==> src/rtl/pwm_audio_out_pkg.sv <==
// Shared definitions for the PWM audio output block.
//   PWM_BITS  : width of the PWM counter and of the duty value
//   MIDSCALE  : silence level of offset-binary samples (ramp target)
//   state_e   : 2-bit FSM encoding, also visible on the state_dbg port
package pwm_audio_out_pkg;

  localparam int PWM_BITS = 8;
  localparam int MIDSCALE = 128;

  typedef enum logic [1:0] {
    ST_IDLE      = 2'd0,
    ST_RAMP_UP   = 2'd1,
    ST_RUN       = 2'd2,
    ST_RAMP_DOWN = 2'd3
  } state_e;

endpackage

==> src/rtl/pwm_audio_out_core.sv <==
// Free-running PWM counter plus comparator.
//   clk      : system clock
//   rst      : asynchronous active-low reset
//   duty     : high time of the current period, in counter ticks
//   pwm_out  : registered (cnt < duty), one clock behind the counter
//   boundary : high in the cycle where the counter holds its last value
module pwm_core #(
  parameter int PWM_BITS = 8
) (
  input  logic                clk,
  input  logic                rst,
  input  logic [PWM_BITS-1:0] duty,
  output logic                pwm_out,
  output logic                boundary
);

  logic [PWM_BITS-1:0] cnt_q, cnt_d;
  logic                pwm_q, pwm_d;

  always_comb begin
    cnt_d = cnt_q + 1'b1;   // wraps naturally at all-ones
    pwm_d = (cnt_q < duty);
  end

  always_ff @(posedge clk or negedge rst) begin
    if (!rst) begin
      cnt_q <= '0;
      pwm_q <= 1'b0;
    end else begin
      cnt_q <= cnt_d;
      pwm_q <= pwm_d;
    end
  end

  assign boundary = &cnt_q;
  assign pwm_out  = pwm_q;

endmodule

==> src/rtl/pwm_audio_out.sv <==
// PWM audio output with click-free ramping and a one-deep sample buffer.
//   clk         : system clock
//   rst         : asynchronous active-low reset (forces pwm_out low at once)
//   sample_tick : one-cycle strobe, sample is valid
//   sample      : unsigned offset-binary audio sample
//   enable      : 1 = play, 0 = ramp to silence
//   clear_ovr   : one-cycle strobe clearing overrun
//   pwm_out     : registered PWM pin drive
//   busy        : state is not IDLE
//   overrun     : sticky, a buffered sample was replaced before being used
//   state_dbg   : current FSM state (state_e encoding)
// Handshake: sample_tick is a fire-and-forget valid with no ready; the block
// always accepts the sample into the hold buffer, flagging overrun when an
// unused sample is displaced outside a boundary cycle.
module pwm_audio_out
  import pwm_audio_out_pkg::*;
#(
  parameter int PWM_BITS = pwm_audio_out_pkg::PWM_BITS,
  parameter int MIDSCALE = pwm_audio_out_pkg::MIDSCALE
) (
  input  logic                clk,
  input  logic                rst,
  input  logic                sample_tick,
  input  logic [PWM_BITS-1:0] sample,
  input  logic                enable,
  input  logic                clear_ovr,
  output logic                pwm_out,
  output logic                busy,
  output logic                overrun,
  output logic [1:0]          state_dbg
);

  localparam logic [PWM_BITS-1:0] MID_LVL = PWM_BITS'(MIDSCALE);

  state_e              state_q, state_d;
  logic [PWM_BITS-1:0] duty_q, duty_d;
  logic [PWM_BITS-1:0] hold_q, hold_d;
  logic                hold_valid_q, hold_valid_d;
  logic                overrun_q, overrun_d;
  logic                boundary;

  pwm_core #(.PWM_BITS(PWM_BITS)) u_core (
    .clk      (clk),
    .rst      (rst),
    .duty     (duty_q),
    .pwm_out  (pwm_out),
    .boundary (boundary)
  );

  always_comb begin
    state_d      = state_q;
    duty_d       = duty_q;
    hold_d       = hold_q;
    hold_valid_d = hold_valid_q;

    // Every boundary retires the buffered sample (used in RUN, dropped
    // elsewhere), so a tick landing on a boundary is never an overrun.
    overrun_d = (overrun_q & ~clear_ovr) |
                (sample_tick & hold_valid_q & ~boundary);

    if (boundary) begin
      unique case (state_q)
        ST_IDLE: begin
          duty_d = '0;
          if (enable) state_d = ST_RAMP_UP;
        end
        ST_RAMP_UP: begin
          if (!enable) begin
            state_d = ST_RAMP_DOWN;
          end else begin
            // Step toward silence level; cannot wrap since MID_LVL lies
            // strictly on the far side of the step direction.
            if (duty_q < MID_LVL)      duty_d = duty_q + 1'b1;
            else if (duty_q > MID_LVL) duty_d = duty_q - 1'b1;
            if (duty_d == MID_LVL) state_d = ST_RUN;
          end
        end
        ST_RUN: begin
          if (!enable)           state_d = ST_RAMP_DOWN;
          else if (hold_valid_q) duty_d  = hold_q;
        end
        ST_RAMP_DOWN: begin
          if (enable) begin
            state_d = ST_RAMP_UP;
          end else begin
            if (duty_q != '0) duty_d = duty_q - 1'b1;
            if (duty_d == '0) state_d = ST_IDLE;
          end
        end
        default: state_d = ST_IDLE;
      endcase
    end

    // Hold is read above before being overwritten, so a tick on a RUN
    // boundary moves the old sample to duty and keeps the new one pending.
    if (sample_tick) begin
      hold_d       = sample;
      hold_valid_d = 1'b1;
    end else if (boundary) begin
      hold_valid_d = 1'b0;
    end
  end

  always_ff @(posedge clk or negedge rst) begin
    if (!rst) begin
      state_q      <= ST_IDLE;
      duty_q       <= '0;
      hold_q       <= '0;
      hold_valid_q <= 1'b0;
      overrun_q    <= 1'b0;
    end else begin
      state_q      <= state_d;
      duty_q       <= duty_d;
      hold_q       <= hold_d;
      hold_valid_q <= hold_valid_d;
      overrun_q    <= overrun_d;
    end
  end

  assign busy      = (state_q != ST_IDLE);
  assign overrun   = overrun_q;
  assign state_dbg = state_q;

endmodule
==> config.mk <==
export PLATFORM = sky130hd
export DESIGN_NAME = pwm_audio_out
export DESIGN_NICKNAME = d
export VERILOG_FILES = /design/src/rtl/pwm_audio_out_pkg.sv /design/src/rtl/pwm_audio_out_core.sv /design/src/rtl/pwm_audio_out.sv
export SDC_FILE = /design/constraint.sdc
export NUM_CORES = 1
export LEC_CHECK = 0
export CAP_MARGIN = 10
export CORE_MARGIN = 4
export CORE_UTILIZATION = 42
export CTS_CLUSTER_DIAMETER = 100
export DETAILED_ROUTE_END_ITERATION = 8
export PLACE_DENSITY = 0.64
export RECOVER_POWER = 50
export SLEW_MARGIN = 20
export SYNTH_ARGS = -nofsm -noshare
export SYNTH_HDL_FRONTEND = slang
export SYNTH_HIERARCHICAL = 1
export SYNTH_SLANG_ARGS = --single-unit
==> constraint.sdc <==
create_clock -name clk -period 2.8 [get_ports clk]
set_input_delay 0.56 -clock clk [delete_from_list [all_inputs] [get_ports clk]]
set_output_delay 0.56 -clock clk [all_outputs]
set_load 0.01 [all_outputs]
## Word level (Yosys, flattened, before mapping)

Index checks and enable logic that the tools add are counted.

- Register bits after elaboration: 29
- Bits in latches: 0
- RAM bits: 0
- Bits in read-only memories: 0
- Bits of input ports: 13
- Output and inout bits: 5
- Word-level logic and storage cells: 62
- Memories: 0

- Add/sub/neg operators: 3
- $mul: 0
- Div/mod/pow operators: 0
- Magnitude comparators: 3
- Equal/unequal tests: 12
- Shift-type cells: 0
- Muxes and demuxes: 23
- Bitwise gates (word level): 6
- Reductions and logical operators: 8

Operators with widths:

| operator | number |
|---|---|
| $mux 8 | 13 |
| $pmux 8 s4 | 1 |
| $reduce_and 12->1 | 2 |
| $add 8x1->8 const B | 2 |
| $mux 2 | 6 |
| $ne 2x2->1 const B | 6 |
| $eq 8x8->1 const B | 1 |
| $gt 8x8->1 const B | 1 |
| $logic_not 8->1 | 1 |
| $lt 8x8->1 | 1 |
| $lt 8x8->1 const B | 1 |
| $pmux 2 s4 | 1 |
| $reduce_and 8->1 | 1 |
| $reduce_bool 8->1 | 1 |
| $sub 8x1->8 const B | 1 |
| $ne 3x3->1 const B | 2 |
| $eq 2x2->1 const B | 2 |
| $reduce_bool 2->1 | 2 |
| $and 1x1->1 | 3 |
| $eq 2x1->1 const B | 1 |
| $logic_not 2->1 | 1 |
| $mux 1 | 2 |
| $not 1->1 | 2 |
| $or 1x1->1 | 1 |

## Longest topological paths before layout

Gate-level depths: netlist of run 1.

- Word-level depth: 10
- Mapped depth: 12
- Mapped depth without buffers: 9

## Hierarchy

Netlist of run 1, hierarchy kept.

Modules (own cells, without submodules):

| module | instances | cells an instance | area an instance (sq um) | seq. area each (sq um) |
|---|---|---|---|---|
| pwm_audio_out | 1 | 194 | 1646.6 | 500.5 |
| pwm_core | 1 | 51 | 528.0 | 225.2 |

## Least setup slack after synthesis of run 1

Ideal clock, no wire load.

- Path type: reg-to-reg
- Start: reg duty_q[0]
- End: reg state_q[1], in the netlist state_dbg[1]
- Library setup time: 0.125 ns
- Arrival: 2.723 ns
- Required time: 2.675 ns
- Slack: -0.048 ns
- Stages on the path, launching flop included: 13
- Path buffers: 3
- Period minus slack after synthesis: 2.848 ns
- Path through: dfrtp_1 clkbuf_1 inv_1 ha_1 buf_4 or3b_1 or2_1 clkbuf_1 a32oi_1 nor2_1 a211oi_2 a31o_4 mux2_4

- Word-level cells in the longest chain between the ends: 9
- Elaborated cells on any way between the ends: 19
- Classes of those cells: add/sub: 2; order compare: 2; eq/ne: 3; mux: 9; reduce/logical: 3

RTL lines:

| item | line | source |
|---|---|---|
| start: declaration | pwm_audio_out.sv:36 | `logic [PWM_BITS-1:0] duty_q, duty_d;` |
| start signal: assignment | pwm_audio_out.sv:113 | `duty_q <= duty_d;` |
| $sub 8x1->8 / $gt 8x8->1 (equally long branches) | pwm_audio_out.sv:74, pwm_audio_out.sv:86 |  |
| $mux 8 | pwm_audio_out.sv:74 | `else if (duty_q > MID_LVL) duty_d = duty_q - 1'b1;` |
| $mux 8 | pwm_audio_out.sv:73 | `if (duty_q < MID_LVL) duty_d = duty_q + 1'b1;` |
| $mux 8 | pwm_audio_out.sv:68 | `if (!enable) begin` |
| $mux 8 | pwm_audio_out.sv:62 | `unique case (state_q)` |
| $mux 8 | pwm_audio_out.sv:61 | `if (boundary) begin` |
| $eq 8x8->1 | pwm_audio_out.sv:75 | `if (duty_d == MID_LVL) state_d = ST_RUN;` |
| $ne 3x3->1 (no source line) | -- |  |
| $reduce_and 12->1 (no source line) (*) | -- |  |
| end signal: assignment | pwm_audio_out.sv:112 | `state_q <= state_d;` |
| end: declaration | pwm_audio_out.sv:35 | `state_e state_q, state_d;` |

Every way passes the cells marked *; elsewhere a longest branch is shown, timed or not. The select of a mux whose other input is x is not followed.
A chain may end at the register's enable or synchronous reset.

## Worst setup path in the final report of run 1

Same ends and word-level chain as after synthesis.

==> impl_metrics.env, run 1 <==
export IMPL_netlist_area_sq_um=2170
export IMPL_min_path_cells=1
export IMPL_fin_crit_sh=0.925
export IMPL_wl_per_cell_um=15.2
export IMPL_synth_edf_count=0
export IMPL_min_delay_start="overrun"
export IMPL_synthesis_nets=273
export IMPL_post_cts_buffers=0
export IMPL_postRouteAntennaNets=0
export IMPL_cts_tree="yes"
export IMPL_hp_class="reg2reg"
export IMPL_grt_pass1_wl_um=8570
export IMPL_fin_area_sq_um=2540
export IMPL_synthCells=245
export IMPL_worstPathCellList="inv_1, ha_1, or3b_4, or2_1, nand2_1, mux2i_1, and4_4, a31o_4, mux2_4"
export IMPL_slew_viol_final=30
export IMPL_cp_slowest_cell="dfrtp_1"
export IMPL_antenna_found_initial=0
export IMPL_cp_max_fo=6
export IMPL_cts_made_buffers=5
export IMPL_start_kind="flip-flop"
export IMPL_async_reset_ff_frac=1.00
export IMPL_drt_total_wl_um=5060
export IMPL_rr_worst_depth=9
export IMPL_first_pass_iters=4
export IMPL_area_growth_pct=16.7
export IMPL_fp_dieW_um=80.0
export IMPL_p_leak_nw=1.07
export IMPL_grt_overflow_total=0
export IMPL_cts_hold_buf=0
export IMPL_hpwl_um=3820
export IMPL_failed_checks="capacitance limit, slew limit"
export IMPL_via_per_inst=5.59
export IMPL_fp_dieH_um=80.0
export IMPL_clk_latency_ns=0.29
export IMPL_drv_cap=1
export IMPL_yosys_warnings=6
export IMPL_cp_arrival_ns=2.77
export IMPL_routabilityCongestion=0.872
export IMPL_grt_pass1_vias=1755
export IMPL_cts_resized=0
export IMPL_slew_headroom=-0.0460
export IMPL_final_cell_mix="dfrtp_1, nand2_1, inv_1, o21ai_0, clkdlybuf4s50_1"
export IMPL_regArea_sq_um=726
export IMPL_drive_gt1_frac=0.154
export IMPL_synth_seq_cells=29
export IMPL_synth_distinct_cells=63
export IMPL_ys_seq_area_frac=0.334
export IMPL_cpPeakStageDelay_ns=0.43
export IMPL_cp_end_kind="flip-flop"
export IMPL_final_common_cell="dfrtp_1"
export IMPL_finClkSkew_ns=0.00855
export IMPL_p_per_area_nw_per_um2=330
export IMPL_worstMarginPinSlew_ns=1.57
export IMPL_vias=1861
export IMPL_htreeDepth=2
export IMPL_layout_min_cycle_time_ns=2.59
export IMPL_io_buffers=17
export IMPL_grt_use_total=0.173
export IMPL_min_delay_worst_endpoint="overrun"
export IMPL_peakVddDrop_v=0.000344
export IMPL_outcome="finished, violations left"
export IMPL_synth_ff_type="dfrtp_1"
export IMPL_placed_area_sq_um=2460
export IMPL_worstSetupPathType="reg2reg"
export IMPL_clock_path_buffers=2
export IMPL_r2r_end="state_dbg[1]"
export IMPL_r2r_start="duty_q[0]"
export IMPL_layout_nets=293
export IMPL_r2r_setup_slack_ns=0.21
export IMPL_grt_max_degree=30
export IMPL_dieArea_sq_um=6390
export IMPL_timing_fmax_ghz=0.386
export IMPL_setup_viol=0
export IMPL_multiInputGateArea_sq_um=1310
export IMPL_start_util=0.446
export IMPL_finalHoldViolations=0
export IMPL_required_ns=2.97
export IMPL_ioPinCount=18
export IMPL_n_fill_cell=456
export IMPL_avgSynthCellArea_sq_um=8.88
export IMPL_drt_first_iter_violations=141
export IMPL_drc=0
export IMPL_totalNegativeSetupSlack_ns=0
export IMPL_clk_pin_slew_ns=0.07
export IMPL_grt_setup_unrepaired="false"
export IMPL_numClockSinks=29
export IMPL_rows=25
export IMPL_cts_root_buf="clkbuf_8"
export IMPL_core_area_sq_um=4880
export IMPL_n_antenna_cell=0
## report_power, final
| part | internal [W] | switching, W | total (W) |
|---|---|---|---|
| Clock | 0.000172 | 0.000161 | 0.000332 |
| Sequential | 0.000432 | 0.00000796 | 0.000440 |
| Combinational | 0.0000367 | 0.0000280 | 0.0000646 |
## cell type report
class / count / share of cell area
well taps: 67 / 0.0330
multi-input cells: 180 / 0.516
flip-flops and latches: 29 / 0.286
inverters: 19 / 0.0281
clock inverters: 2 / 0.00394
repair buffers: 30 / 0.104
clock buffers: 6 / 0.0286
## worst max-delay path, delay by kind of cell (launching register included)
kind / cells / cell delay [ns]
DFF: 1 / 0.43
adders and majority gates: 1 / 0.16
and+or+nand+nor: 4 / 1.08
AOI/OAI and AO/OA: 1 / 0.17
muxes: 2 / 0.54
buffers and inverters: 1 / 0.10
## Yosys cell counts, types with 2 or more instances
library cell,instances,area share
nand2_1,27,0.047
buf_2,2,0.0046
o21a_1,2,0.0069
a21o_1,3,0.010
clkbuf_1,13,0.022
nor2_1,9,0.016
xnor2_1,9,0.036
nor4_1,2,0.0058
dfrtp_1,29,0.33
nor3_1,4,0.0092
or3_1,2,0.0058
a21oi_1,12,0.028
nor2b_1,4,0.012
nand3_1,6,0.014
and4_4,2,0.010
mux2_2,8,0.041
inv_1,19,0.033
a22oi_1,4,0.014
a211oi_1,3,0.010
ha_1,15,0.086
o31ai_1,3,0.010
a222oi_1,3,0.014
o21ai_0,19,0.044
mux2i_1,4,0.018
xor2_1,3,0.012
## sequential cells by signal (all words and copies together), names as in the netlist
name            flops
duty_q              8
hold_q              8
hold_valid_q        1
overrun             1
state_dbg           2
u_core/cnt_q        8
u_core/pwm_out      1
## cell families after synthesis
group / Yosys count / share of synthesized area
compound gates: 64 / 0.201
xor+xnor: 12 / 0.0483
fa+ha+maj: 15 / 0.0863
buf+inv: 36 / 0.0650
flops: 29 / 0.334
mux: 13 / 0.0667
simple gates: 76 / 0.199
## worst max-delay path by stage
stage,startpoint,end,slack (ns)
floorplan,duty_q[0],state_dbg[1],0.01
global placement,duty_q[0],state_dbg[1],0.28
detailed placement,duty_q[0],state_dbg[1],0.24
CTS,duty_q[0],state_dbg[1],0.23
global route,duty_q[0],state_dbg[1],0.09
finish,duty_q[0],state_dbg[1],0.21
## through the flow
stage	hold WS [ns]	setup slack, ns	instances	utilization	power, W
3_3_place_gp	0.474	0.283	325	0.504	0.000513
4_1_cts	0.498	0.232	333	0.521	0.000853
6_report	0.493	0.209	333	0.520	0.000837
3_5_place_dp	0.483	0.236	325	0.504	0.000515
5_1_grt	0.514	0.0914	333	0.520	0.000874
2_1_floorplan	0.264	0.0119	245	-	0.000474
## metal layers
metal  track usage  up-vias  wire length, um
li1              -      928                -
met5             0        -                0
met4        0.0507        0               69
met2         0.253       43             2220
met1         0.252      882             2520
met3        0.0372        8              256
(Power assumes the default switching activity.)
==> run 2: changes to the inputs <==
--- a/config.mk
+++ b/config.mk
@@ -7,10 +7,9 @@
 export LEC_CHECK = 0
 export CAP_MARGIN = 10
 export CORE_MARGIN = 4
-export CORE_UTILIZATION = 42
-export CTS_CLUSTER_DIAMETER = 100
+export CORE_UTILIZATION = 40
 export DETAILED_ROUTE_END_ITERATION = 8
-export PLACE_DENSITY = 0.64
+export PLACE_DENSITY = 0.62
 export RECOVER_POWER = 50
 export SLEW_MARGIN = 20
 export SYNTH_ARGS = -nofsm -noshare
==> run 2 against run 1 <==
The flow still finishes with violations (capacitance limit, slew limit). Critical path depth decreased by 1. Clock-buffer cell count increased by 1. Critical endpoint unchanged. Combinational power shrank 3%. Fmax fell by 0.85%. Wire length increased by 0.61%. Via count about the same. Non-clock buffer count unchanged. First-iteration DRC count is 0.71% higher. Clock power increased by 4%.
==> impl_metrics.env, run 2 (same netlist as run 1, synthesis figures left out) <==
export IMPL_outcome="finished, violations left"
export IMPL_failed_checks="capacitance limit, slew limit"
export IMPL_worstSetupPathType="reg2reg"
export IMPL_regArea_sq_um=726
export IMPL_grt_use_total=0.169
export IMPL_layout_min_cycle_time_ns=2.61
export IMPL_rows=26
export IMPL_antenna_found_initial=0
export IMPL_crit_family="simple AND/OR/NAND/NOR gates"
export IMPL_vias=1862
export IMPL_final_cell_mix="dfrtp_1, nand2_1, inv_1, o21ai_0, clkdlybuf4s50_1"
export IMPL_required_ns=2.97
export IMPL_post_cts_buffers=0
export IMPL_cpPeakStageDelay_ns=0.45
export IMPL_slew_headroom=-0.0535
export IMPL_drc=0
export IMPL_drv_cap=1
export IMPL_postRouteAntennaNets=0
export IMPL_cp_arrival_ns=2.78
export IMPL_start_kind="flip-flop"
export IMPL_place_inst=328
export IMPL_slew_viol_final=30
export IMPL_drive_gt1_frac=0.151
export IMPL_cts_tree="yes"
export IMPL_drt_first_iter_violations=142
export IMPL_hold_worst_slack_ns=0.500
export IMPL_grt_max_degree=30
export IMPL_r2r_start="duty_q[0]"
export IMPL_finalHoldViolations=0
export IMPL_placed_area_sq_um=2460
export IMPL_first_pass_iters=4
export IMPL_min_delay_start="overrun"
export IMPL_hpwl_um=3730
export IMPL_p_leak_nw=1.06
export IMPL_final_cells=335
export IMPL_final_common_cell="dfrtp_1"
export IMPL_n_fill_cell=518
export IMPL_cp_max_fo=7
export IMPL_crit_path_start="duty_q[0]"
export IMPL_area_growth_pct=17.0
export IMPL_reg_largest_list="duty_q: 8 flops, hold_q: 8 flops, u_core/cnt_q: 8 flops"
export IMPL_cts_root_buf="clkbuf_8"
export IMPL_hp_class="reg2reg"
export IMPL_clk_latency_ns=0.28
export IMPL_layout_nets=293
export IMPL_p_per_area_nw_per_um2=333
export IMPL_start_util=0.420
export IMPL_worstPathCellList="inv_1, ha_1, or3b_4, or3_1, o31ai_1, o2bb2ai_1, a31o_4, mux2_4"
export IMPL_fin_area_sq_um=2540
export IMPL_clk_pin_slew_ns=0.06
export IMPL_cts_hold_buf=0
export IMPL_cp_end_kind="flip-flop"
export IMPL_worst_path_buf_inv=1
export IMPL_via_per_inst=5.56
export IMPL_multiInputGateArea_sq_um=1310
export IMPL_finClkSkew_ns=0.00383
export IMPL_cts_made_buffers=5
export IMPL_grt_overflow_total=0
export IMPL_cts_resized=0
export IMPL_fp_dieH_um=81.7
export IMPL_clock_path_buffers=2
export IMPL_ioPinCount=18
export IMPL_routabilityCongestion=0.904
export IMPL_core_area_sq_um=5170
export IMPL_fin_crit_sh=0.933
export IMPL_setup_viol=0
export IMPL_peakVddDrop_v=0.000301
export IMPL_grt_pass1_vias=1802
export IMPL_worstMarginPinSlew_ns=1.58
export IMPL_dieArea_sq_um=6680
export IMPL_numClockSinks=29
export IMPL_drt_total_wl_um=5090
export IMPL_wl_per_cell_um=15.2
export IMPL_grt_setup_unrepaired="false"
export IMPL_totalNegativeSetupSlack_ns=0
export IMPL_htreeDepth=2
export IMPL_fp_dieW_um=81.7
export IMPL_n_antenna_cell=0
export IMPL_cp_slowest_cell="or3_1"
export IMPL_timing_fmax_ghz=0.383
export IMPL_grt_pass1_wl_um=8690
export IMPL_io_buffers=17
## run 2: changes by cell type in the layout (fill, tap and decap cells not counted), sizes merged
| cell | delta |
|---|---|
| clkbuf | +1 |
| clkinv | -2 |
## run 2: routing by layer
metal	GRT usage	vias up	part of all wire
li1	-	924	-
met1	0.231	865	0.48
met2	0.253	60	0.44
met3	0.0395	13	0.059
met4	0.0781	0	0.027
met5	0	-	0
## run 2: worst paths after layout
check	end	slack [ns]	cells after the start
min in group asynchronous	u_core/cnt_q[0]	1.21	2
max	state_dbg[1]	0.19	8
min reg2reg	overrun	0.50	1
max reg2reg	state_dbg[1]	0.19	8
max in group asynchronous	hold_q[6]	0.67	2
min	overrun	0.50	1
## run 2: through the flow
step / utilization / setup slack [ns] / power (W)
floorplan: - / 0.0119 / 0.000474
global placement: 0.476 / 0.272 / 0.000512
detailed placement: 0.476 / 0.203 / 0.000513
CTS: 0.493 / 0.240 / 0.000864
global route: 0.492 / 0.0639 / 0.000887
finish: 0.492 / 0.187 / 0.000848
## run 2: worst reg2reg max path, delay by kind of cell (launching register included)
family / cells / cell delay, ns
muxes: 1 / 0.29
and+or+nand+nor: 2 / 0.85
buffers and inverters: 1 / 0.10
AOI/OAI and AO/OA: 3 / 0.66
DFF: 1 / 0.44
adders and majority gates: 1 / 0.16
## run 2: power breakdown
group	internal, W	switching, W
combinational	0.0000356	0.0000273
sequential	0.000433	0.00000793
clock	0.000194	0.000150
## run 2: area by class of cell
type	instances	share of cell area
Multi-Input combinational cell	180	0.515
Sequential cell	29	0.285
Inverter	19	0.0280
Clock buffer	7	0.0339
Timing Repair Buffer	30	0.104
Tap cell	70	0.0344
